**config.mk**
```make
export PLATFORM = sky130hd
export DESIGN_NAME = mult_div_unit_flat
export DESIGN_NICKNAME = d
export VERILOG_FILES = /design/src/rtl/mips_pkg.sv /design/src/rtl/mult_div_unit_if.sv /design/src/rtl/md_sign_fix.sv /design/src/rtl/mult_div_unit.sv /design/src/flat_wrapper.sv
export SDC_FILE = /design/constraint.sdc
export NUM_CORES = 1
export LEC_CHECK = 0
export CAP_MARGIN = 20
export CORE_AREA = 2 2 229 175
export DETAILED_ROUTE_END_ITERATION = 7
export DIE_AREA = 0 0 231 177
export GPL_TIMING_DRIVEN = 0
export SYNTH_ARGS = -nofsm -noshare
export SYNTH_HDL_FRONTEND = slang
export SYNTH_SLANG_ARGS = --single-unit
```
**constraint.sdc**
```tcl
create_clock -name clk -period 4.43 [get_ports clk]
set_clock_uncertainty 0.15 [all_clocks]
set_input_delay 0.443 -clock clk [delete_from_list [all_inputs] [get_ports clk]]
set_output_delay 0.443 -clock clk [all_outputs]
set_load 0.1 [all_outputs]
```
**src/rtl/mips_pkg.sv**
```systemverilog
// mips_pkg: shared multiply/divide encodings, FSM states and datapath width
package mips_pkg;
  localparam int WIDTH = 32;
  typedef enum logic [1:0] {MD_MULT, MD_MULTU, MD_DIV, MD_DIVU} md_op_t;
  typedef enum logic [1:0] {IDLE, MUL, DIV, FIX} md_state_t;
endpackage

```
**src/rtl/mult_div_unit_if.sv**
```systemverilog
// mult_div_unit_if: decode-side request/response bundle for the HI/LO unit
interface mult_div_unit_if;
  import mips_pkg::*;
  logic start;
  md_op_t op;
  logic [WIDTH-1:0] rs_data;
  logic [WIDTH-1:0] rt_data;
  logic mthi;
  logic mtlo;
  logic busy;
  logic done;
  logic [WIDTH-1:0] hi;
  logic [WIDTH-1:0] lo;
  modport master (output start, op, rs_data, rt_data, mthi, mtlo, input busy, done, hi, lo);
  modport slave (input start, op, rs_data, rt_data, mthi, mtlo, output busy, done, hi, lo);
endinterface

```
**src/rtl/md_sign_fix.sv**
```systemverilog
// md_sign_fix: applies operand signs to the unsigned multiply/divide result
module md_sign_fix
  import mips_pkg::*;
(
  input  logic [2*WIDTH-1:0] raw,
  input  md_op_t             op,
  input  logic               neg_a,
  input  logic               neg_b,
  output logic [2*WIDTH-1:0] res
);
  logic [WIDTH-1:0] rem, quo;
  always_comb begin
    rem = neg_a ? -raw[2*WIDTH-1:WIDTH] : raw[2*WIDTH-1:WIDTH];
    quo = neg_a ^ neg_b ? -raw[WIDTH-1:0] : raw[WIDTH-1:0];
    res = op == MD_MULT && (neg_a ^ neg_b) ? -raw : op == MD_DIV ? {rem, quo} : raw;
  end
endmodule

```
**src/rtl/mult_div_unit.sv**
```systemverilog
// mult_div_unit: multi-cycle shift-add multiply / restoring divide with HI/LO registers
module mult_div_unit
  import mips_pkg::*;
(
  input logic clk,
  input logic rst_n,
  mult_div_unit_if.slave bus
);
  localparam int CW = $clog2(WIDTH + 1);
  md_state_t state;
  md_op_t op_r;
  logic [2*WIDTH-1:0] acc, fixed;
  logic [WIDTH-1:0] opnd, abs_a, abs_b;
  logic [CW-1:0] cnt;
  logic neg_a, neg_b, signed_op, is_div, dz, a_neg_in, b_neg_in;
  logic [WIDTH:0] mul_sum, div_trial;
  always_comb begin
    signed_op = bus.op == MD_MULT || bus.op == MD_DIV;
    is_div = bus.op == MD_DIV || bus.op == MD_DIVU;
    dz = is_div && bus.rt_data == '0;
    a_neg_in = signed_op & bus.rs_data[WIDTH-1];
    b_neg_in = signed_op & bus.rt_data[WIDTH-1];
    abs_a = a_neg_in ? -bus.rs_data : bus.rs_data;
    abs_b = b_neg_in ? -bus.rt_data : bus.rt_data;
    mul_sum = {1'b0, acc[2*WIDTH-1:WIDTH]} + ({(WIDTH+1){acc[0]}} & {1'b0, opnd});
    div_trial = acc[2*WIDTH-1:WIDTH-1] - {1'b0, opnd};
  end
  md_sign_fix u_fix (.raw(acc), .op(op_r), .neg_a(neg_a), .neg_b(neg_b), .res(fixed));
  // acc holds {partial, multiplier} for MUL and {remainder, dividend/quotient} for DIV
  always_ff @(posedge clk or negedge rst_n) begin
    if (!rst_n) begin
      state <= IDLE;
      op_r <= MD_MULT;
      acc <= '0;
      opnd <= '0;
      cnt <= '0;
      neg_a <= 1'b0;
      neg_b <= 1'b0;
      bus.busy <= 1'b0;
      bus.done <= 1'b0;
      bus.hi <= '0;
      bus.lo <= '0;
    end else begin
      case (state)
        IDLE: begin
          bus.done <= 1'b0;
          if (bus.start) begin
            op_r <= bus.op;
            neg_a <= a_neg_in & ~dz;
            neg_b <= b_neg_in & ~dz;
            cnt <= CW'(WIDTH);
            opnd <= is_div ? abs_b : abs_a;
            acc <= dz ? {bus.rs_data, {WIDTH{1'b1}}} : {{WIDTH{1'b0}}, is_div ? abs_a : abs_b};
            bus.busy <= 1'b1;
            state <= dz ? FIX : is_div ? DIV : MUL;
          end else begin
            if (bus.mthi) bus.hi <= bus.rs_data;
            if (bus.mtlo) bus.lo <= bus.rs_data;
          end
        end
        MUL, DIV: begin
          acc <= state == MUL ? {mul_sum, acc[WIDTH-1:1]} :
                 div_trial[WIDTH] ? {acc[2*WIDTH-2:0], 1'b0} :
                 {div_trial[WIDTH-1:0], acc[WIDTH-2:0], 1'b1};
          cnt <= cnt - 1'b1;
          if (cnt == CW'(1)) state <= FIX;
        end
        FIX: begin
          {bus.hi, bus.lo} <= fixed;
          bus.busy <= 1'b0;
          bus.done <= 1'b1;
          state <= IDLE;
        end
        default: state <= IDLE;
      endcase
    end
  end
endmodule

```
**src/flat_wrapper.sv**
```systemverilog
// flat-port wrapper written by rule: the top's interface ports become plain ports
module mult_div_unit_flat import mips_pkg::*;
  (clk, rst_n, bus_start, bus_op, bus_rs_data, bus_rt_data, bus_mthi, bus_mtlo, bus_busy, bus_done, bus_hi, bus_lo);
  mult_div_unit_if bus_i ();
  input logic clk;
  input logic rst_n;
  input wire logic [$bits(bus_i.start)-1:0] bus_start;
  input wire logic [$bits(bus_i.op)-1:0] bus_op;
  input wire logic [$bits(bus_i.rs_data)-1:0] bus_rs_data;
  input wire logic [$bits(bus_i.rt_data)-1:0] bus_rt_data;
  input wire logic [$bits(bus_i.mthi)-1:0] bus_mthi;
  input wire logic [$bits(bus_i.mtlo)-1:0] bus_mtlo;
  output wire logic [$bits(bus_i.busy)-1:0] bus_busy;
  output wire logic [$bits(bus_i.done)-1:0] bus_done;
  output wire logic [$bits(bus_i.hi)-1:0] bus_hi;
  output wire logic [$bits(bus_i.lo)-1:0] bus_lo;
  assign bus_i.start = bus_start;
  assign bus_i.op = bus_op;
  assign bus_i.rs_data = bus_rs_data;
  assign bus_i.rt_data = bus_rt_data;
  assign bus_i.mthi = bus_mthi;
  assign bus_i.mtlo = bus_mtlo;
  assign bus_busy = bus_i.busy;
  assign bus_done = bus_i.done;
  assign bus_hi = bus_i.hi;
  assign bus_lo = bus_i.lo;
  mult_div_unit u_core (.clk(clk), .rst_n(rst_n), .bus(bus_i));
endmodule
```
# == Word-level counts from Yosys, hierarchy flattened ==
# Cells that the tools add are included.
# op_classes
addsub,8
n_eq_ne,12
muxes,29
bitwise_logic,7
reduce_logical,17
# ops
op,count
64-bit 2-to-1 mux,6
32-bit 2-to-1 mux,10
32-bit negation,4
32-bit case mux with 2 select lines,2
64-bit case mux with 2 select lines,1
64-bit negation,1
32-bit by 33-bit adder with 33-bit output,1
33-bit by 32-bit AND with 33-bit output,1
33-bit by 32-bit subtractor with 33-bit output,1
32-bit zero test,1
6-bit case mux with 2 select lines,1
2-bit == test (second input constant),5
2-bit 2-to-1 mux,4
2-bit inequality test (second input constant),4
2-bit AND reduction,4
6-bit by 1-bit == test with 1-bit output (second input constant),1
2-bit zero test,3
6-bit 2-to-1 mux,1
2-bit case mux with 3 select lines,1
3-bit AND reduction,2
6-bit by 1-bit subtractor with 6-bit output (second input constant),1
1-bit AND,4
1-bit case mux with 2 select lines,2
2-bit nonzero test,2
other kinds (8),10
# word_totals
reg_bits,174
in_bits,71
elab_cells,84

# == Depth between registers and ports, before layout ==
# logic_depth
word_depth,8
depth_mapped,15
ltp_nobuf,13

# == Hierarchy ==
# Synthesis repeated with hierarchy kept, for this count alone.
# hier_totals
hier_cells,2077
area_unflattened_um2,15756.4
# modules_own_cells
mod,n_inst,cells_per_inst,area_each_um2,seq_area_each_um2
mult_div_unit,1,1816,14099.8,4354.2
md_sign_fix,1,261,1656.6,0.0

# == Worst setup path before layout ==
# No wires, ideal clock.
# synth_path
path_kind,register to register
startpoint,register u_core.acc[0]
endpoint,register u_core.acc[57]
setup_time_ns,0.139
arrival_time_ns,3.004
t_required_ns,4.141
slack_ns,1.137
stages_incl_launch_ff,13
cell_sequence,dfrtp_1 and2_1 ha_1 fa_1 a211oi_1 o211ai_1 a41oi_1 o22ai_1 o41a_1 nor2b_1 a31oi_1 xor2_1 o221ai_1
# synth_via
elab_chain_len,4
# synth_lines
element,line_no,source
"start, declared",mult_div_unit.sv:12,"logic [2*WIDTH-1:0] acc, fixed;"
"start signal, assigned",mult_div_unit.sv:53,"acc <= dz ? {bus.rs_data, {WIDTH{1'b1}}} : {{WIDTH{1'b0}}, is_div ? abs_a : abs_b};"
"start signal, assigned",mult_div_unit.sv:62,"acc <= state == MUL ? {mul_sum, acc[WIDTH-1:1]} :"
33-bit by 32-bit AND with 33-bit output,mult_div_unit.sv:25,"mul_sum = {1'b0, acc[2*WIDTH-1:WIDTH]} + ({(WIDTH+1){acc[0]}} & {1'b0, opnd});"
32-bit by 33-bit adder with 33-bit output,mult_div_unit.sv:25,
64-bit 2-to-1 mux,mult_div_unit.sv:62,
64-bit case mux with 2 select lines,mult_div_unit.sv:44,case (state)
# Every way passes these cells.
# A chain may end at the register's enable or synchronous reset.

# == Final worst setup path ==
# layout_path
startpoint,register u_core.acc[31]
endpoint,register u_core.acc[46]
# layout_via
elab_chain_len,4
# layout_lines
element,line_no,source
33-bit by 32-bit subtractor with 33-bit output,mult_div_unit.sv:26,"div_trial = acc[2*WIDTH-1:WIDTH-1] - {1'b0, opnd};"
64-bit 2-to-1 mux,mult_div_unit.sv:63,"div_trial[WIDTH] ? {acc[2*WIDTH-2:0], 1'b0} :"
64-bit 2-to-1 mux,mult_div_unit.sv:62,
64-bit case mux with 2 select lines,mult_div_unit.sv:44,
# Every way passes these cells.

==> flow_results.org <==
** Status
- Outcome :: completed

** Global routing
- The number of global-route vias before repair came to 15057.
- Number of antenna violations at the first check in global routing :: 1
- Across every metal layer, demand over resource in global routing totals 0.327.
- Leftover overflow at the end of global routing :: 0
- Wire length of the first global-routing pass :: 98.3 mm
- Entering global routing, the biggest net connects 111 pins.

** Logic synthesis
- Yosys attributes the largest share of cell area to dfrtp_1 29%, o21ai_0 7.4%, ha_1 6.0%, a21oi_1 5.7%, xnor2_1 5.6%.
- Counting every net in the synthesized netlist gives 2107.
- Avg Synthesized Cell Area :: 7.77 um2
- Cell with the most instances after synthesis :: o21ai_0
- Number of unique standard cell types used by synthesis :: 74
- Cell taking the most area after synthesis :: dfrtp_1
- Primary FF master, synth :: dfrtp_1
- The Yosys step of the flow raised 0 warnings.
- For this run, the register share of the synthesized area comes to 0.286.
- Share of flip-flops with an asynchronous set or reset after synthesis :: 1.00
- Of the post-synthesis cell area, the dominant cell type holds 0.286.
- Most frequent cells after synthesis :: 225 x o21ai_0, 203 x nand2_1, 191 x nor2_1
- Number of synthesized register bits :: 174
- In the synthesized netlist, the number of instances is 1961.
- The synthesized netlist occupies a cell area of 15200 um2.
- In this run, synthesis inferred 0 flip-flops with an integrated enable.

** Final layout
- Count of fill cells added during filler insertion :: 3958
- Layout overhead on the synthesized area :: 17.5%
- Leaving out filler cells and counting taps, the final layout contains 2651.
- Of the cells placed in the final design, the portion with a size suffix greater than 1 is 0.0498.
- Number of nets in the layout :: 2261
- Once layout is done, the placed cells without fillers occupy 17900 um2.

** CTS
- TritonCTS built the clock tree.
- # clock sinks :: 174
- Number of buffers on the longest clock path :: 2
- The tree is rooted in a clkbuf_16.
- For the worst-skew pair, the clock arrives at the later sink with an insertion delay of 470 ps.
- Number of H-tree levels :: 4
- Buffers inserted during clock tree synthesis total 17.
- Clock-pin slew was measured on the worst setup and hold paths at 80 ps.

** STA
- Pins over their slew limit :: 0
- Derived from the worst setup path, the maximum achievable clock frequency is 0.228 GHz.
- Setup Viol. Count Final :: 0
- Final worst path period share :: 0.988
- The final hold violation count was 0.
- Measured against its own limit, the worst slew margin works out to 0.337.
- Final worst setup slack :: 53.3 ps
- Actual slew at the worst max-slew pin :: 992 ps
- Hold timing on the final database bottoms out at a slack of 276 ps.
- Final min period :: 4380 ps
- Setup repair after global routing missed its margin :: false

** Die
- Standard-cell rows :: 63
- Count of boundary I/O pins :: 137
- The initial utilization of the core area, before any placement, comes to 0.393.
- Width of the chip :: 231 um
- Height of the die :: 177 um
- Total die area :: 40900 um2
- Placeable core area :: 38800 um2

** Critical path
- Across all register-to-register paths, the minimum setup slack is 50 ps.
- The worst register-to-register path begins at u_core.acc[31].
- In this run the worst setup path terminates at u_core.acc[46].
- Depth of the most critical reg-to-reg path :: 14
- Maximum net fanout on the critical path :: 10
- In this run the critical register-to-register path is captured at u_core.acc[46].
- Worst Path Required :: 4620 ps
- Worst setup path category :: reg -> reg
- The worst setup path is captured at a flop.
- Category of the worst setup path launch point :: flop
- Data arrives at the worst endpoint at 4560 ps.
- The most critical setup path has its startpoint at u_core.acc[31].

** Min path
- The worst hold path was traced through 3 stages.
- Hold/Removal Path Class :: in -> reg

** Power
- Power density over the cells :: 524 nW/um2
- Internal Power :: 4.70 mW
- Worst ir drop on vdd :: 0.368 mV
- Summed over all cells, the static leakage comes to 7.33 nW.
- The analysis attributes to net switching a power of 4.68 mW.
- Sequential cell fraction of total power :: 0.286
- Part of the total power dissipated in the clock network :: 0.168
- Net Sw Frac :: 0.499
- Combinational group share of total power :: 0.546

** Drt
- Using the TritonRoute via totals, the vias-per-cell ratio works out to 6.10.
- # DRC :: 0
- Remaining antenna violation count :: 0
- After detailed routing, the average wire length per cell comes to 25.4 um.
- The final route contains 16174 vias.
- The detailed router finished its first iteration with 1755 violations.
- The pre-antenna-repair detailed-routing pass consisted of 5 iterations.
- Routed Wire Length :: 67.4 mm

** Job
- Number of violations of the max-capacitance limit :: 0

** Place
- During placement, the flow inserted port buffers numbering 131.
- Once detailed placement completed, the half-perimeter wirelength came to 53.0 mm.
- Once placement finished, the instance area stood at 17200 um2.
- Placed Instances :: 2613
- Before CTS, the worst setup slack after placement is -428 ps.
- At the end of routability-driven placement, the weighted congestion stood at 1.01.
[layer usage]
| layer | global-route usage | vias up | wire length (um) |
|---|---|---|---|
| li1 | - | 7369 | - |
| met1 | 0.457 | 7774 | 29800 |
| met2 | 0.458 | 901 | 26900 |
| met3 | 0.109 | 130 | 8350 |
| met4 | 0.137 | 0 | 2430 |
| met5 | 0 | - | 0 |
[kinds of logic (layout without fill, tap and decap cells)]
logic type / Yosys count / count (layout) / synth area share
AOI/OAI and AO/OA: 647 / 647 / 0.258
DFF: 174 / 174 / 0.286
and+or+nand+nor: 629 / 629 / 0.192
adders and majority gates: 75 / 75 / 0.0626
muxes: 81 / 81 / 0.0554
buffers and inverters: 181 / 348 / 0.0457
other: 0 / 3 / 0
xor gates and xnor gates: 174 / 174 / 0.100
[power by group through the flow]
| stage | Clock, mW | Sequential, mW | Combinational, mW |
|---|---|---|---|
| floorplan | 0 | 2.41 | 3.49 |
| global placement | 0 | 2.64 | 4.86 |
| detailed placement | 0 | 2.64 | 4.90 |
| CTS | 1.58 | 2.61 | 4.97 |
| global route | 1.64 | 2.69 | 5.57 |
| finish | 1.57 | 2.69 | 5.12 |
[sequential cells by signal, indices dropped and copies added (netlist names)]
signal	cells
u_core.op_r	2
u_core.acc	64
u_core.cnt	6
u_core.neg_b	1
u_core.neg_a	1
u_core.bus.hi	32
u_core.opnd	32
u_core.bus.lo	32
u_core.state	2
u_core.bus.done	1
u_core.bus.busy	1
[worst max-delay path: stages, from the launching register on]
cell and delay, ps:
dfrtp_1 510, inv_1 230, ha_1 280, fa_1 410, nor2b_1 240, o31ai_2 150
a21oi_1 290, o211ai_1 240, a21oi_2 280, o22ai_1 130, xor2_2 320, buf_4 310
buf_2 350, mux2i_1 260, o21ai_0 90
[through the flow]
| stage | total power [mW] | utilization | setup TNS, ps |
|---|---|---|---|
| final | 9.38 | 0.462 | 0 |
| after global routing | 9.90 | 0.461 | 0 |
| after CTS | 9.16 | 0.460 | 0 |
| after detailed placement | 7.54 | 0.444 | -9210 |
| after global placement | 7.50 | 0.443 | -845570 |
| after floorplan | 5.89 | - | 0 |
[cell usage in the layout (no fill, tap or decap), types with 15 or more instances in the layout]
| cell type | n |
|---|---|
| o21ai_0 | 225 |
| nand2_1 | 203 |
| nor2_1 | 191 |
| dfrtp_1 | 174 |
| a21oi_1 | 172 |
| clkdlybuf4s50_1 | 130 |
| xnor2_1 | 98 |
| clkbuf_1 | 87 |
| xor2_1 | 75 |
| ha_1 | 73 |
| inv_1 | 63 |
| mux2i_1 | 54 |
| nor3_1 | 44 |
| a21o_1 | 35 |
| nor2b_1 | 27 |
| mux2_2 | 27 |
| nand3_1 | 26 |
| a211oi_1 | 25 |
| o31ai_1 | 24 |
| or3_1 | 21 |
| nor4_1 | 20 |
| o211ai_1 | 20 |
| o22ai_1 | 20 |
| nand2b_1 | 18 |
| a22oi_1 | 17 |
| clkbuf_16 | 17 |
| and3_1 | 15 |
[how the worst min path moves through the flow]
stage | start | end
2_1_floorplan | rst_n | u_core.acc[0]
3_3_place_gp | u_core.bus.hi[29] | u_core.bus.hi[29]
3_5_place_dp | rst_n | u_core.bus.hi[13]
4_1_cts | bus_rs_data[18] | u_core.acc[50]
5_1_grt | bus_rs_data[18] | u_core.acc[50]
6_report | bus_rs_data[18] | u_core.acc[50]
[area by class of cell]
| type | instances | area, um2 | area share |
|---|---|---|---|
| Clock inverter | 15 | 163 | 0.00909 |
| Timing Repair Buffer | 135 | 1370 | 0.0765 |
| Tap cell | 520 | 651 | 0.0364 |
| Sequential cell | 174 | 4350 | 0.243 |
| Antenna cell | 3 | 7.51 | 0.000419 |
| Clock buffer | 17 | 425 | 0.0238 |
| Inverter | 65 | 248 | 0.0138 |
| Buffer | 116 | 462 | 0.0258 |
| Multi-Input combinational cell | 1606 | 10200 | 0.571 |
[timing repair]
item / 4_1_cts / 5_1_grt
hold buffers: 1 / 0
resized for setup: 3 / 14
buffers inserted: 2 / 0
setup endpoints to repair: 32 / 34
hold endpoints to repair: 64 / 0
Note: power is estimated with default switching activity, not from simulation.
